==> src/rtl/pid_cfg_ctrl_pkg.sv <==
// Shared definitions for the PID configuration controller: opcodes, register
// addresses, register reset values, FSM state encoding and a saturating helper.
package pid_cfg_ctrl_pkg;

  localparam logic [7:0] OP_NOP      = 8'h00;
  localparam logic [7:0] OP_WRITE    = 8'h01;
  localparam logic [7:0] OP_COMMIT   = 8'h02;
  localparam logic [7:0] OP_WRCOMMIT = 8'h03;

  localparam logic [1:0] ADDR_KP  = 2'd0;
  localparam logic [1:0] ADDR_KI  = 2'd1;
  localparam logic [1:0] ADDR_KD  = 2'd2;
  localparam logic [1:0] ADDR_SP  = 2'd3;
  localparam logic [7:0] ADDR_MAX = 8'h03;

  localparam logic [7:0] RST_KP = 8'h4A;
  localparam logic [7:0] RST_KI = 8'h23;
  localparam logic [7:0] RST_KD = 8'h00;
  localparam logic [7:0] RST_SP = 8'h10;

  localparam logic [5:0] CNT_MAX = 6'd63;

  typedef enum logic [2:0] {
    ST_IDLE        = 3'd0,
    ST_RECV        = 3'd1,
    ST_CHECK       = 3'd2,
    ST_APPLY       = 3'd3,
    ST_WAIT_COMMIT = 3'd4
  } state_e;

  function automatic logic [3:0] sat_add4(input logic [3:0] a, input logic [1:0] b);
    logic [4:0] s;
    s = {1'b0, a} + {3'b000, b};
    return (s > 5'd15) ? 4'hF : s[3:0];
  endfunction

endpackage

==> src/rtl/pid_cfg_sync.sv <==
// Two-flop synchronizer for a raw SPI line, with single-cycle rise/fall pulses
// derived from the synchronized copy.
module pid_cfg_sync #(
  parameter logic RST_VAL = 1'b0
) (
  input  logic clk,
  input  logic reset,
  input  logic i_d,
  output logic o_rise,
  output logic o_fall
);

  logic r_meta;
  logic r_sync;
  logic r_prev;

  // Synchronizer chain plus one history flop for edge detection
  always_ff @(posedge clk or negedge reset) begin
    if (!reset) begin
      r_meta <= RST_VAL;
      r_sync <= RST_VAL;
      r_prev <= RST_VAL;
    end else begin
      r_meta <= i_d;
      r_sync <= r_meta;
      r_prev <= r_sync;
    end
  end

  assign o_rise = r_sync & ~r_prev;
  assign o_fall = ~r_sync & r_prev;

endmodule

==> src/rtl/pid_cfg_ctrl.sv <==
// SPI-framed configuration controller for PID gains/setpoint with shadow/active
// registers and deferred commit. Optional idle-SCK abort: define PID_CFG_TIMEOUT_EN.
module pid_cfg_ctrl
  import pid_cfg_ctrl_pkg::*;
#(
  parameter int BITS    = 32,
  parameter int TIMEOUT = 1024
) (
  input  logic            clk,
  input  logic            reset,
  input  logic            cs,
  input  logic            sck,
  input  logic [BITS-1:0] frame_word,
  input  logic            pid_busy,
  output logic [7:0]      kp,
  output logic [7:0]      ki,
  output logic [7:0]      kd,
  output logic [7:0]      sp,
  output logic            cfg_valid,
  output logic [3:0]      err_cnt
);

  localparam logic [5:0] BITS_C = 6'(BITS);

  logic w_cs_rise, w_cs_fall, w_sck_rise, w_sck_fall;
  logic w_tmo;
  logic w_cnt_clr, w_cnt_inc, w_cap, w_bad, w_drop, w_shadow_wr, w_commit;
  logic w_len_ok;
  logic [7:0] w_op, w_addr;
  logic w_unused;

  state_e     r_state, w_state_nxt;
  logic [5:0] r_cnt;
  logic [7:0] r_op, r_data;
  logic [1:0] r_addr;
  logic [7:0] r_sh_kp, r_sh_ki, r_sh_kd, r_sh_sp;
  logic [7:0] r_kp, r_ki, r_kd, r_sp;
  logic       r_cfg_valid;
  logic [3:0] r_err_cnt;

  pid_cfg_sync #(.RST_VAL(1'b1)) u_cs_sync (
    .clk    (clk),
    .reset  (reset),
    .i_d    (cs),
    .o_rise (w_cs_rise),
    .o_fall (w_cs_fall)
  );

  pid_cfg_sync #(.RST_VAL(1'b0)) u_sck_sync (
    .clk    (clk),
    .reset  (reset),
    .i_d    (sck),
    .o_rise (w_sck_rise),
    .o_fall (w_sck_fall)
  );

  assign w_op     = frame_word[31:24];
  assign w_addr   = frame_word[23:16];
  assign w_len_ok = (r_cnt == BITS_C);
  assign w_unused = ^{frame_word[15:8], w_sck_rise};

`ifdef PID_CFG_TIMEOUT_EN
  localparam int TMR_W = $clog2(TIMEOUT + 1);
  logic [TMR_W-1:0] r_tmr;

  // Idle-SCK timer: restarts on every sck edge and whenever not receiving
  always_ff @(posedge clk or negedge reset) begin
    if (!reset) begin
      r_tmr <= '0;
    end else if ((r_state != ST_RECV) || w_sck_rise || w_sck_fall) begin
      r_tmr <= '0;
    end else if (!w_tmo) begin
      r_tmr <= r_tmr + TMR_W'(1);
    end
  end

  assign w_tmo = (r_state == ST_RECV) && (r_tmr == TMR_W'(TIMEOUT - 1));
`else
  assign w_tmo = 1'b0;
`endif

  // FSM state register
  always_ff @(posedge clk or negedge reset) begin
    if (!reset) begin
      r_state <= ST_IDLE;
    end else begin
      r_state <= w_state_nxt;
    end
  end

  // Next-state and datapath control decode
  always_comb begin
    w_state_nxt = r_state;
    w_cnt_clr   = 1'b0;
    w_cnt_inc   = 1'b0;
    w_cap       = 1'b0;
    w_bad       = 1'b0;
    w_drop      = 1'b0;
    w_shadow_wr = 1'b0;
    w_commit    = 1'b0;
    case (r_state)
      ST_IDLE: begin
        if (w_cs_fall) begin
          w_state_nxt = ST_RECV;
          w_cnt_clr   = 1'b1;
        end else begin
          w_state_nxt = ST_IDLE;
        end
      end
      ST_RECV: begin
        w_cnt_inc = w_sck_fall;
        if (w_cs_rise) begin
          w_state_nxt = ST_CHECK;
        end else if (w_tmo) begin
          w_state_nxt = ST_IDLE;
          w_bad       = 1'b1;
        end else begin
          w_state_nxt = ST_RECV;
        end
      end
      ST_CHECK: begin
        w_cap  = 1'b1;
        w_drop = w_cs_fall;
        if (!w_len_ok) begin
          w_state_nxt = ST_IDLE;
          w_bad       = 1'b1;
        end else begin
          case (w_op)
            OP_NOP:    w_state_nxt = ST_IDLE;
            OP_COMMIT: w_state_nxt = ST_APPLY;
            OP_WRITE, OP_WRCOMMIT: begin
              if (w_addr <= ADDR_MAX) begin
                w_state_nxt = ST_APPLY;
              end else begin
                w_state_nxt = ST_IDLE;
                w_bad       = 1'b1;
              end
            end
            default: begin
              w_state_nxt = ST_IDLE;
              w_bad       = 1'b1;
            end
          endcase
        end
      end
      ST_APPLY: begin
        w_drop      = w_cs_fall;
        w_shadow_wr = (r_op != OP_COMMIT);
        if (r_op == OP_WRITE) begin
          w_state_nxt = ST_IDLE;
        end else begin
          w_state_nxt = ST_WAIT_COMMIT;
        end
      end
      ST_WAIT_COMMIT: begin
        w_drop = w_cs_fall;
        if (!pid_busy) begin
          w_commit    = 1'b1;
          w_state_nxt = ST_IDLE;
        end else begin
          w_state_nxt = ST_WAIT_COMMIT;
        end
      end
      default: begin
        w_state_nxt = ST_IDLE;
      end
    endcase
  end

  // Bit counter, decoded-frame capture and error counter
  always_ff @(posedge clk or negedge reset) begin
    if (!reset) begin
      r_cnt     <= 6'd0;
      r_op      <= 8'h00;
      r_addr    <= 2'd0;
      r_data    <= 8'h00;
      r_err_cnt <= 4'd0;
    end else begin
      if (w_cnt_clr) begin
        r_cnt <= 6'd0;
      end else if (w_cnt_inc && (r_cnt != CNT_MAX)) begin
        r_cnt <= r_cnt + 6'd1;
      end
      if (w_cap) begin
        r_op   <= w_op;
        r_addr <= w_addr[1:0];
        r_data <= frame_word[7:0];
      end
      r_err_cnt <= sat_add4(r_err_cnt, {1'b0, w_bad} + {1'b0, w_drop});
    end
  end

  // Shadow/active registers; active copies change only on a commit
  always_ff @(posedge clk or negedge reset) begin
    if (!reset) begin
      r_sh_kp     <= RST_KP;
      r_sh_ki     <= RST_KI;
      r_sh_kd     <= RST_KD;
      r_sh_sp     <= RST_SP;
      r_kp        <= RST_KP;
      r_ki        <= RST_KI;
      r_kd        <= RST_KD;
      r_sp        <= RST_SP;
      r_cfg_valid <= 1'b0;
    end else begin
      if (w_shadow_wr) begin
        case (r_addr)
          ADDR_KP: r_sh_kp <= r_data;
          ADDR_KI: r_sh_ki <= r_data;
          ADDR_KD: r_sh_kd <= r_data;
          ADDR_SP: r_sh_sp <= r_data;
          default: r_sh_kp <= r_sh_kp;
        endcase
      end
      if (w_commit) begin
        r_kp <= r_sh_kp;
        r_ki <= r_sh_ki;
        r_kd <= r_sh_kd;
        r_sp <= r_sh_sp;
      end
      r_cfg_valid <= w_commit;
    end
  end

  assign kp        = r_kp;
  assign ki        = r_ki;
  assign kd        = r_kd;
  assign sp        = r_sp;
  assign cfg_valid = r_cfg_valid;
  assign err_cnt   = r_err_cnt;

endmodule

==> config.mk <==
export PLATFORM = sky130hd
export DESIGN_NAME = pid_cfg_ctrl
export DESIGN_NICKNAME = d
export VERILOG_FILES = /design/src/rtl/pid_cfg_ctrl_pkg.sv /design/src/rtl/pid_cfg_sync.sv /design/src/rtl/pid_cfg_ctrl.sv
export SDC_FILE = /design/constraint.sdc
export NUM_CORES = 1
export LEC_CHECK = 0
export ABC_AREA = 1
export BUFFER_PORTS_ARGS = -buffer_cell sky130_fd_sc_hd__buf_4
export CAP_MARGIN = 20
export CORE_MARGIN = 1.5
export CORE_UTILIZATION = 50
export CTS_CLUSTER_DIAMETER = 50
export DETAILED_ROUTE_END_ITERATION = 8
export PLACE_DENSITY_LB_ADDON = 0.12
export SLEW_MARGIN = 10
export SYNTH_ARGS = -nofsm -noshare
export SYNTH_HDL_FRONTEND = slang
export SYNTH_SLANG_ARGS = --single-unit
==> constraint.sdc <==
create_clock -name clk -period 1.9 [get_ports clk]
set_input_delay 0.095 -clock clk [delete_from_list [all_inputs] [get_ports clk]]
set_output_delay 0.095 -clock clk [all_outputs]
set_load 0.05 [all_outputs]
==> results_dict.tcl, run 1 <==
set metrics [dict create \
    outcome "finished, final reports clean" \
    power.switching_uw 2950 \
    hold_viol 0 \
    layout_min_cycle_time_ps 1850 \
    yosys.cell_types.count 25 \
    cp_max_fo 4 \
    ys_top_cells_by_area "dfrtp_1 (49%), nand2_1 (20%), dfstp_2 (10%)" \
    vias 3559 \
    synth_flop_cell "dfrtp_1" \
    power_uw 7230 \
    grt_antenna_before_repair 0 \
    start_kind "flip-flop" \
    cellLeakagePower_uw 0.00300 \
    drc_errors 0 \
    ios 74 \
    relSlewSlack_pct 65.7 \
    hold_class "input port to flip-flop" \
    cts_tree "built" \
    ys_ff_latch 102 \
    r2r_start "r_cnt[0]$_DFFE_PN0P_" \
    htree_levels 3 \
    skew_ps 15.1 \
    yosysSeqAreaShare_pct 59.9 \
    drv_slew 0 \
    p_sw_share_pct 40.7 \
    drive_gt1_share_pct 25.3 \
    diodes 0 \
    critical_path_class "flip-flop to flip-flop" \
    die_h_um 95.7 \
    ant_nets 0 \
    dr.pass1.iters 4 \
    max_freq_mhz 541 \
    ys_async_sr_fraction_pct 100 \
    cts.root.buffer_cell "clkbuf_8" \
    cp_data_required_time_ps 2160 \
    syn-instance-count 496 \
    path_clk_slew_ps 110 \
    die_area_sq_mm 0.00916 \
    combPwrFrac_pct 34.5 \
    core_area_sq_mm 0.00826 \
    layout-area-overhead-vs-synth_pct 29.2 \
    syn_area_per_cell_sq_um 8.67 \
    synth.top_cell.area_share_pct 49.5 \
    drt_iter0_drc 183 \
    wl_per_cell_um 13.2 \
    crit_start "r_cnt[0]$_DFFE_PN0P_" \
    rsz0062_at_grt "yes" \
    nFillCells 720 \
    grtUsageTotal_pct 22.4 \
    nets 648 \
    synth_warnings 0 \
    synth_commonest_cells "nand2_1 (233), dfrtp_1 (85), nand4_1 (34)" \
    ir_worst_vdd_v 0.000941 \
    clk_path_buf_depth 2 \
    start_util_pct 52.1 \
    synth_largest_area_cell "dfrtp_1" \
    grt_pass1_vias 3414 \
    crit_path_end_kind "flip-flop" \
    instances_no_fill 717 \
    synth_most_common_cell "nand2_1" \
    grt_first_pass_wirelength_um 15800 \
    whs_ps 23.7 \
    netlist_area_sq_mm 0.00430 \
    syn_nets 537 \
    die_x_um 95.7 \
    fp-row-count 33 \
    critPathArrivalTime_ps 2110 \
    hpwlAfterDp_um 6490 \
    gr-total-overflow 0 \
    clkPwrFrac_pct 18.6 \
    intPower_uw 4290 \
    numCtsBuffers 9 \
    powerDensity_mw_per_mm2 1300 \
    synth_edf_count 0 \
    hold_start "frame_word[31]" \
    place_congestion 0.802 \
    max_cap_violations 0 \
    clk-insertion-delay-late_ps 360 \
    viasPerCell 4.96 \
    place_inst 677 \
    grt_start_max_net_pins 45 \
    totalWireLength_um 9470 \
    pwr-share-seq_pct 46.9 \
    cts_sinks 102 \
    setup_violations 0 \
    portBuffers 65 \
    max_slew.worst_pin.slew_ps 514 \
    fin_crit_sh_pct 97.3 \
]
-- metrics by stage --
stage	util [%]	cell area, sq um	setup WS [ps]	TNS (ps)
after floorplan	-	4320	9.87	0
after global placement	61.5	5080	-69.1	-174
after detailed placement	61.5	5080	-145	-400
after CTS	66.8	5520	5.27	0
after global routing	67.2	5550	-36.1	-111
final	67.2	5550	52.1	0
-- cell type report --
cell class	instances	area [sq um]	area share, %
multi-input combinational	348	1610	29.0
clock inverter	6	51.3	0.924
sequential	102	2570	46.3
clock buffer	10	138	2.48
tap	105	131	2.37
inverter	30	113	2.03
timing repair buffer	116	933	16.8
-- registers in the layout, summed over array words and instances, names as in the netlist, 6 cells and up --
signal / flops
r_sh_kd: 8
ki: 8
r_sh_ki: 8
r_data: 8
r_op: 8
kd: 8
r_cnt: 6
r_sh_kp: 8
kp: 8
sp: 8
r_sh_sp: 8
-- routing by layer --
metal | GRT usage (%) | vias to the layer above | wire length [um]
li1 | - | 1798 | -
met1 | 30.0 | 1686 | 4400
met2 | 37.7 | 67 | 4670
met3 | 3.16 | 8 | 296
met4 | 7.23 | 0 | 97
met5 | 0 | - | 0
-- final timing paths --
kind | end | depth (start not counted) | slack [ps]
setup / recovery | err_cnt[2]$_DFF_PN0_ | 12 | 50
setup reg to reg | err_cnt[2]$_DFF_PN0_ | 12 | 50
hold reg to reg | u_cs_sync.r_sync$_DFF_PN1_ | 0 | 360
max in group asynchronous | ki[0]$_DFFE_PN1P_ | 3 | 950
min in group asynchronous | sp[3]$_DFFE_PN0P_ | 2 | 230
hold / removal | r_op[7]$_DFFE_PN0N_ | 3 | 20
-- repair_timing --
action                     CTS  global route
hold buffers                20             0
resized for setup           13             4
hold endpoints to repair    47             0
buffers inserted             1             3
pin swaps                    6             4
setup endpoints to repair    4             4
-- power by group through the flow --
stage | logic [uW] | clock network (uW) | registers (uW)
floorplan | 903 | 0 | 4000
CTS | 2480 | 1370 | 3380
global route | 2760 | 1450 | 3480
global placement | 2350 | 0 | 3390
finish | 2500 | 1340 | 3390
detailed placement | 2400 | 0 | 3410
-- layout by cell type (no fill, tap or decap), drive strengths merged --
cell type	instances
xnor2	1
nor3	1
ha	3
dlygate4sd3	20
clkbuf	10
nand3	22
inv	33
dfstp	17
and3	1
clkinv	3
nor2	31
xor2	3
fa	1
buf	96
or2	1
nand4	35
nand2	234
dfrtp	85
o21ai	15
-- worst max-delay path, stage by stage (launching register included) --
cell	delay (ps)
dfrtp_1	400
inv_2	80
ha_4	130
and3_4	160
nand3_2	60
nand2_2	70
inv_2	40
fa_2	390
ha_4	180
nand2_2	60
inv_2	50
nand2_4	60
o21ai_1	60
-- cell families (layout without fill, tap and decap cells) --
kind of cell             Yosys count  after routing  synth area share (%)
AO/OA/AOI/OAI                     15             15                  1.75
flip-flops                       102            102                  59.9
adder cells (fa/ha/maj)            4              4                  1.34
buffers and inverters             46            162                  4.37
XOR/XNOR                           4              4                 0.815
AND/OR/NAND/NOR                  325            325                  31.9
(Power assumes the default switching activity.)
==> run 2: changes to the inputs <==
BUFFER_PORTS_ARGS = default   (was -buffer_cell sky130_fd_sc_hd__buf_4)
CORE_UTILIZATION = 55   (was 50)
DONT_BUFFER_PORTS = 1   (was default)
==> run 2 against run 1 <==
Critical path type unchanged; cell count decreased by 10%; fmax decreased by 2.1%; wire length fell by 7.5%; the flow now finishes with violations (negative hold slack).
==> results_dict.tcl, run 2 (synthesis results as in run 1) <==
set metrics [dict create \
    diodes 0 \
    core_area_sq_mm 0.00765 \
    die_h_um 91.4 \
    crit_path_end_kind "flip-flop" \
    grt_antenna_before_repair 0 \
    nets 578 \
    hold_viol 102 \
    place_ws_ps -199 \
    gr-total-overflow 0 \
    critPathArrivalTime_ps 2150 \
    cts_tree "built" \
    die_x_um 91.4 \
    multiInputGateArea_sq_mm 0.00161 \
    grt_pass1_vias 3305 \
    fin_crit_sh_pct 99.4 \
    rsz0062_at_grt "yes" \
    setup_violations 0 \
    max_freq_mhz 530 \
    fp-row-count 32 \
    cellLeakagePower_uw 0.00263 \
    vias 3332 \
    start_kind "flip-flop" \
    ant_nets 0 \
    cp_data_required_time_ps 2160 \
    hpwlAfterDp_um 5910 \
    grt_start_max_net_pins 103 \
    nFillCells 624 \
    violations "negative hold slack" \
    post-route-util_pct 65.5 \
    max_cap_violations 0 \
    relSlewSlack_pct 60.7 \
    layout_min_cycle_time_ps 1890 \
    skew_ps 12.7 \
    die_area_sq_mm 0.00836 \
    dr.pass1.iters 4 \
    grt_first_pass_wirelength_um 15400 \
    grtUsageTotal_pct 23.1 \
    setup-tns-final_ps 0 \
    outcome "finished with violations" \
    drive_gt1_share_pct 15.3 \
    clk_path_buf_depth 2 \
    cts_sinks 102 \
    start_util_pct 56.2 \
    totalWireLength_um 8760 \
    cts.root.buffer_cell "clkbuf_8" \
    cp_max_fo 4 \
    layout.cells.most_common "nand2_1" \
    viasPerCell 5.17 \
    portBuffers 0 \
    seq_area_sq_mm 0.00257 \
    hold_class "input port to async pin" \
    wl_per_cell_um 13.6 \
    whs_ps -593 \
    powerDensity_mw_per_mm2 1360 \
    drc_errors 0 \
    drt_iter0_drc 158 \
    rrSetupSlack_ps 10 \
    fin_ws_ps 12.1 \
    holdBufCountCts 21 \
    layout-area-overhead-vs-synth_pct 16.5 \
    htree_levels 3 \
    ios 74 \
    max_slew.worst_pin.slew_ps 590 \
    numCtsBuffers 9 \
    path_clk_slew_ps 100 \
    place_congestion 0.809 \
    drv_slew 0 \
    layout_common_cells "nand2_1 (231), dfrtp_1 (85), nand4_1 (34)" \
    clk-insertion-delay-late_ps 370 \
    ir_worst_vdd_v 0.000676 \
    critical_path_class "flip-flop to flip-flop" \
]
run 2: area by class of cell:
cell class | instances | share of cell area, %
sequential | 102 | 51.4
clock buffer | 10 | 2.75
inverter | 30 | 2.25
tap | 102 | 2.55
multi-input combinational | 348 | 32.1
clock inverter | 6 | 1.02
timing repair buffer | 46 | 7.95
run 2: worst max-delay path, cell delays in order, from the launching register on:
cell     delay, ps
dfrtp_1        400
inv_2           90
ha_4           140
and3_4         160
nand3_2         70
nand2_1         80
inv_2           40
fa_2           380
ha_4           180
nand2_2         50
inv_2           70
nand2_4         70
o21ai_2         70
run 2: report_power, final:
| group | leakage (uW) | internal (uW) | switching, uW |
|---|---|---|---|
| logic | 0.00124 | 604 | 799 |
| registers | 0.00130 | 2870 | 1230 |
| clock network | 0.0000992 | 534 | 776 |
run 2: metal layers:
layer | vias to the layer above | routed length (um) | global-route usage [%]
met5 | - | 0 | 0
met4 | 0 | 182 | 8.59
met3 | 16 | 393 | 5.61
met2 | 72 | 4200 | 36.9
met1 | 1581 | 3980 | 30.7
li1 | 1663 | - | -
run 2: what timing repair did:
| action | CTS | global route |
|---|---|---|
| pin swaps | 7 | 4 |
| resized for setup | 12 | 3 |
| endpoints found under the hold margin | 123 | 102 |
| buffers inserted | 2 | 1 |
| setup endpoints to repair | 4 | 4 |
run 2: metrics by stage:
step           instances  power [uW]  cell area, sq um
2_1_floorplan        496        4900              4320
6_report             644        6810              5010
3_3_place_gp         604        5320              4530
3_5_place_dp         604        5400              4530
5_1_grt              644        7260              5010
4_1_cts              643        6820              4990
run 2: final timing paths:
| path | startpoint | end | depth (start not counted) |
|---|---|---|---|
| max | r_cnt[0]$_DFFE_PN0P_ | err_cnt[2]$_DFF_PN0_ | 12 |
| max in group asynchronous | reset | u_cs_sync.r_sync$_DFF_PN1_ | 0 |
| min reg2reg | u_sck_sync.r_meta$_DFF_PN0_ | u_sck_sync.r_sync$_DFF_PN0_ | 0 |
| min in group clk | frame_word[24] | r_state[0]$_DFF_PN0_ | 3 |
| max reg2reg | r_cnt[0]$_DFFE_PN0P_ | err_cnt[2]$_DFF_PN0_ | 12 |
| min | reset | kd[1]$_DFFE_PN0P_ | 0 |
